===== config.mk =====
export PLATFORM = sky130hd
export DESIGN_NAME = regfile_param
export DESIGN_NICKNAME = d
export VERILOG_FILES = /design/src/rtl/regfile_param.sv
export SDC_FILE = /design/constraint.sdc
export NUM_CORES = 2
export LEC_CHECK = 0
export CAP_MARGIN = 20
export CORE_ASPECT_RATIO = 1.75
export CORE_UTILIZATION = 63
export DETAILED_ROUTE_END_ITERATION = 6
export GPL_TIMING_DRIVEN = 0
export PLACE_DENSITY = 0.81
export SLEW_MARGIN = 20
export SYNTH_ARGS = -nofsm -noshare
export SYNTH_HDL_FRONTEND = slang
export SYNTH_SLANG_ARGS = --single-unit

===== constraint.sdc =====
create_clock -name clk -period 2.2 [get_ports clk]
set_input_delay 0.22 -clock clk [delete_from_list [all_inputs] [get_ports clk]]
set_output_delay 0.22 -clock clk [all_outputs]
set_load 0.02 [all_outputs]

===== src/rtl/regfile_param.sv =====
// regfile_param: parametrised register file for the decode stage.
// It has NUM_REGS registers of DATA_W bits each.
// It has one synchronous write port with a per-byte write mask.
// It has two combinational read ports.
// It has an optional hardwired-zero register at index ZERO_REG.
//
// Reset ('reset') is asynchronous and active-low. It clears every register.
//
// Build option: define REGFILE_BYPASS_EN to turn on write-to-read forwarding.
// A read of the register being written then returns the merged value in the same cycle.
module regfile_param #(
  parameter int DATA_W   = 64,
  parameter int NUM_REGS = 32,
  parameter int ZERO_REG = NUM_REGS - 1
) (
  input  logic                     clk,
  input  logic                     reset,
  input  logic                     write_enable,
  input  logic [$clog2(NUM_REGS)-1:0] write_reg,
  input  logic [DATA_W-1:0]        write_data,
  input  logic [DATA_W/8-1:0]      byte_en,
  input  logic [$clog2(NUM_REGS)-1:0] read_reg1,
  input  logic [$clog2(NUM_REGS)-1:0] read_reg2,
  output logic [DATA_W-1:0]        read_data1,
  output logic [DATA_W-1:0]        read_data2
);

  localparam int ADDR_W = $clog2(NUM_REGS);
  localparam int NBYTES = DATA_W / 8;

  // An index outside the array disables the zero register.
  localparam bit HAS_ZERO = (ZERO_REG < NUM_REGS);

  // byte_en expanded to one mask bit per data bit.
  logic [DATA_W-1:0] wmask;

  // Current contents of every register, as seen by the read muxes.
  logic [DATA_W-1:0] reg_val [NUM_REGS];

  genvar gi;

  generate
    for (gi = 0; gi < NBYTES; gi++) begin : g_mask
      assign wmask[8*gi +: 8] = {8{byte_en[gi]}};
    end
  endgenerate

  generate
    for (gi = 0; gi < NUM_REGS; gi++) begin : g_reg
      if (HAS_ZERO && (gi == ZERO_REG)) begin : g_zero
        // The hardwired-zero slot has no storage. Writes to it simply have no target.
        assign reg_val[gi] = '0;
      end else begin : g_store
        logic [DATA_W-1:0] val_q;
        logic [DATA_W-1:0] val_d;

        // Next value: merge the masked write bytes when this register is addressed.
        always_comb begin
          val_d = val_q;
          if (write_enable && (write_reg == ADDR_W'(gi))) begin
            val_d = (val_q & ~wmask) | (write_data & wmask);
          end
        end

        // Storage flop. The async clear also blocks any write while reset is low.
        always_ff @(posedge clk or negedge reset) begin
          if (!reset) begin
            val_q <= '0;
          end else begin
            val_q <= val_d;
          end
        end

        assign reg_val[gi] = val_q;
      end
    end
  endgenerate

`ifdef REGFILE_BYPASS_EN
  logic              wr_zero;
  logic              fwd_ok;
  logic [DATA_W-1:0] fwd_val;

  assign wr_zero = HAS_ZERO && (write_reg == ADDR_W'(ZERO_REG));
  assign fwd_ok  = reset && write_enable && !wr_zero;
  assign fwd_val = (reg_val[write_reg] & ~wmask) | (write_data & wmask);

  // Read muxes with forwarding of the in-flight write (writeback -> decode).
  always_comb begin
    read_data1 = reg_val[read_reg1];
    read_data2 = reg_val[read_reg2];
    if (fwd_ok && (write_reg == read_reg1)) begin
      read_data1 = fwd_val;
    end
    if (fwd_ok && (write_reg == read_reg2)) begin
      read_data2 = fwd_val;
    end
  end
`else
  // Plain read muxes: stored contents only. A write shows up after its commit edge.
  always_comb begin
    read_data1 = reg_val[read_reg1];
    read_data2 = reg_val[read_reg2];
  end
`endif

endmodule


## Word level (Yosys, flattened, before mapping)

Index checks and enable logic that the tools add are counted.

| operators by class | value |
|---|---|
| $lt $le $gt $ge | 2 |
| equal/unequal tests | 30 |
| multiplexer cells | 6 |
| bitwise logic cells | 66 |
| reduce and logical (&&, ||, !) cells | 32 |

Operators with widths:

| operator | count |
|---|---|
| $and A64 B64 Y64 | 32 |
| $or A64 B64 Y64 | 31 |
| $bmux W64 S5 | 2 |
| $mux W64 | 4 |
| $eq A5 B5 Y1 const B | 15 |
| $not A64 Y64 | 1 |
| $eq A5 B4 Y1 const B | 8 |
| $logic_and A1 B1 Y1 | 31 |
| $eq A5 B3 Y1 const B | 4 |
| $ge A6 B6 Y1 const B | 2 |
| $not A5 Y6 | 2 |
| $eq A5 B2 Y1 const B | 2 |
| $eq A5 B1 Y1 const B | 1 |
| $logic_not A5 Y1 | 1 |

| storage, ports and cells | value |
|---|---|
| bits in registers | 1984 |
| bits of input ports | 90 |
| output and inout bits | 128 |
| word-level logic and storage cells | 167 |

## Longest topological paths before layout

| logic depth | value |
|---|---|
| depth in word-level cells | 4 |
| mapped depth | 9 |
| mapped depth without buffers | 4 |

## Worst setup path after synthesis

No wires, ideal clock.

| path | value |
|---|---|
| path type | input port to output port |
| start | in read_reg2[0] |
| end | out read_data2[59] |
| data arrival time | 2.011 ns |
| data required time | 1.980 ns |
| setup slack | -0.031 ns |
| cell stages on the path | 7 |
| buffers on the path | 3 |
| cells stage by stage | buf_2 nor2b_1 clkbuf_1 clkbuf_1 a21oi_1 a221o_1 a221oi_1 |

| between the ends | value |
|---|---|
| word-level cells in the longest chain between the ends | 4 |

RTL lines:

| element | line | RTL |
|---|---|---|
| from (decl) | 23 | `input logic [$clog2(NUM_REGS)-1:0] read_reg2,` |
| $not A5 Y6 (implied by the code) | 103 | `read_data2 = reg_val[read_reg2];` |
| $bmux W64 S5 | 103 |  |
| $mux W64 (implied by the code) (2 in series) | 103 |  |
| to (decl) | 25 | `output logic [DATA_W-1:0] read_data2` |

Every way passes these cells. The select of a mux whose other input is x is not followed.

==> impl_metrics.yaml <==
final_layout:
  final_common_cell: "mux2_2"
  nets: 8162
  syn2layout_area_growth_pct: 18.5
  fin_cells: 10500
  post-route-util_pct: 75.4
  drive_gt1_share_pct: 54.7
  final_cell_mix: "mux2_2, dfrtp_1, mux4_2, nand2_1, clkbuf_1"
setup_path:
  critPathMaxFanout: 3
  worstSetupStartpointType: "flop"
  crit_family: "multiplexers"
  cp_data_arrival_time_ns: 2.99
  crit_type: "flop to output pin"
  end_kind: "output pin"
  crit_buf_inv: 1
  slowest_stage: "mux4_2"
  cp_cell_sequence: "mux4_2 -> a22oi_2 -> nand4_1 -> buf_4"
  critical-path-max-stage-delay_ns: 0.63
  required_ns: 1.98
routing:
  via_per_inst: 7.91
  first_pass_iters: 7
  first_iter_violations: 11800
  vias: 82800
  ant_nets: 0
  drc_errors: 57
  drt-total-wl_mm: 455
  wire_per_inst_um: 43.5
timing:
  drv_slew: 0
  hold_viol_final: 528
  rsz0062_at_grt: "yes"
  relSlewSlack_pct: 23.4
  skew_ns: 0
  tns_ns: -74.05
  period_share_pct: 146
  max_freq_mhz: 312
  setup_violations: 186
  fin_ws_ns: -1.01
  min_period_ns: 3.21
  worst_slew_pin_slew_ns: 1.15
  hold_slack_ns: -0.675
yosys:
  synth_top_area_cell: "dfrtp_1"
  synth_warnings: 0
  synth_area_leaders: "dfrtp_1, mux2_2, mux4_2"
  synth_top_area_share_pct: 46.9
  seq_area_frac_synth_pct: 46.9
  syn-num-nets: 7553
  syn_area_mm2: 0.106
  synth-seq-cells: 1984
  synth.distinct_cells: 44
  synthCells: 7463
  syn_avg_cell_area_um2: 14.2
floorplan:
  coreArea_mm2: 0.166
  start_util_pct: 63.6
  ios: 218
  die_area_mm2: 0.170
  row_count: 198
  die_height_um: 544
  die_x_um: 312
run_status:
  violations: "design-rule violations, negative hold slack, negative setup slack"
  status: "finished with violations"
placed_design:
  globalplace.congestion: 1.05
  dp_cells: 9903
  portBuffers: 202
  hpwl_mm: 316
  pre_cts_ws_ns: -2.99
clock_tree:
  cts_sinks: 1984
  cts_tree: "done"
  clock_latency_ns: 0.87
  clk_pin_slew_worst_paths_ns: 0.07
  cts.path.max_buffers: 4
  htree_levels: 4
  cts_made_buffers: 189
  cts-root-buf: "clkbuf_16"
job:
  max_cap_violations: 0
power:
  peakVddDrop_mv: 0.813
  leakage_nw: 56.1
  powerDensity_mw_per_mm2: 814
global_routing:
  overflow: 0
  antenna_found_initial: 48
  grt_max_degree: 163
  grt_pass1_vias: 85400
  track_usage_pct: 54.6
  grt_first_pass_wirelength_mm: 647
worst_hold_path:
  hp-class: "input port to async pin"
==> cells in the mapped netlist (all sizes together) <==
| cell type | n |
|---|---|
| or4b | 1 |
| buf | 205 |
| or2 | 10 |
| a221o | 8 |
| a211oi | 128 |
| nor3b | 2 |
| or3 | 56 |
| or3b | 4 |
| and3b | 2 |
| nand4bb | 3 |
| o21a | 64 |
| o22ai | 191 |
| nand4b | 3 |
| nand2b | 5 |
| nand3 | 1 |
| nand2 | 388 |
| dfrtp | 1984 |
| a22oi | 111 |
| a21oi | 81 |
| nor2 | 98 |
| nand3b | 58 |
| o2111ai | 56 |
| a221oi | 72 |
| clkbuf | 459 |
| mux4 | 703 |
| and2 | 1 |
| a22o | 57 |
| mux2 | 2232 |
| inv | 1 |
| o21ai | 73 |
| nand4 | 56 |
| nor2b | 75 |
| o211ai | 65 |
| mux2i | 201 |
| a2bb2oi | 1 |
| a2111oi | 8 |
==> cell type report <==
cell class | instances | area [um^2]
multi-input combinational | 4814 | 57500
sequential | 1984 | 49700
fill | 10200 | 41000
clock buffer | 274 | 5520
timing repair buffer | 425 | 4670
buffer | 657 | 4440
tap | 2200 | 2750
clock inverter | 56 | 815
antenna | 53 | 133
inverter | 1 | 3.75
==> power by group <==
part           switching, W  leakage (nW)  internal, W  total (W)
logic                0.0111          26.6       0.0107     0.0218
clock network        0.0152          3.13       0.0197     0.0349
registers           0.00414          26.3       0.0413     0.0455
total                0.0304          56.1       0.0717      0.102
==> cell families (layout without fill, tap and decap cells) <==
kind of cell / Yosys count / in the layout / share of synthesized area, %
multiplexers: 3136 / 3136 / 40.7
flip-flops: 1984 / 1984 / 46.9
AO/OA/AOI/OAI: 915 / 915 / 6.15
AND/OR/NAND/NOR: 763 / 763 / 3.72
buffers and inverters: 665 / 1413 / 2.55
other: 0 / 53 / 0
==> layer usage <==
layer	wire length [um]	GRT usage [%]	vias up	share of wire [%]
met5	517	6.02	-	0.11
met4	66400	58.9	26	15
met3	56500	25.2	3349	12
met2	199000	79.9	7065	44
met1	132000	54.6	42100	29
li1	-	-	30200	-
==> final timing paths <==
check,cells past startpoint,from,slack (ns),to
max,4,flop,-1.01,read_data2[40]
min,2,reset,-0.68,async pin
max reg2reg,3,flop,1.17,flop
min reg2reg,1,flop,0.52,flop
max in group asynchronous,5,reset,0.53,async pin
min in group clk,2,write_data[55],0.02,flop
==> per-stage QoR <==
step / cell area, um^2 / total power (W)
after global routing: 125000 / 0.104
after detailed placement: 112000 / 0.0644
after floorplan: 106000 / 0.0566
final: 125000 / 0.102
after global placement: 111000 / 0.0630
after CTS: 124000 / 0.0999
==> timing repair <==
action | 4_1_cts | 5_1_grt
cloned | 0 | 0
gates resized for setup | 1894 | 250
hold endpoints to repair | 685 | 125
pin swaps | 270 | 192
setup endpoints to repair | 910 | 508
hold buffers | 6 | 9
buffers inserted | 108 | 61
No activity file was read; power rests on OpenSTA's default activity.
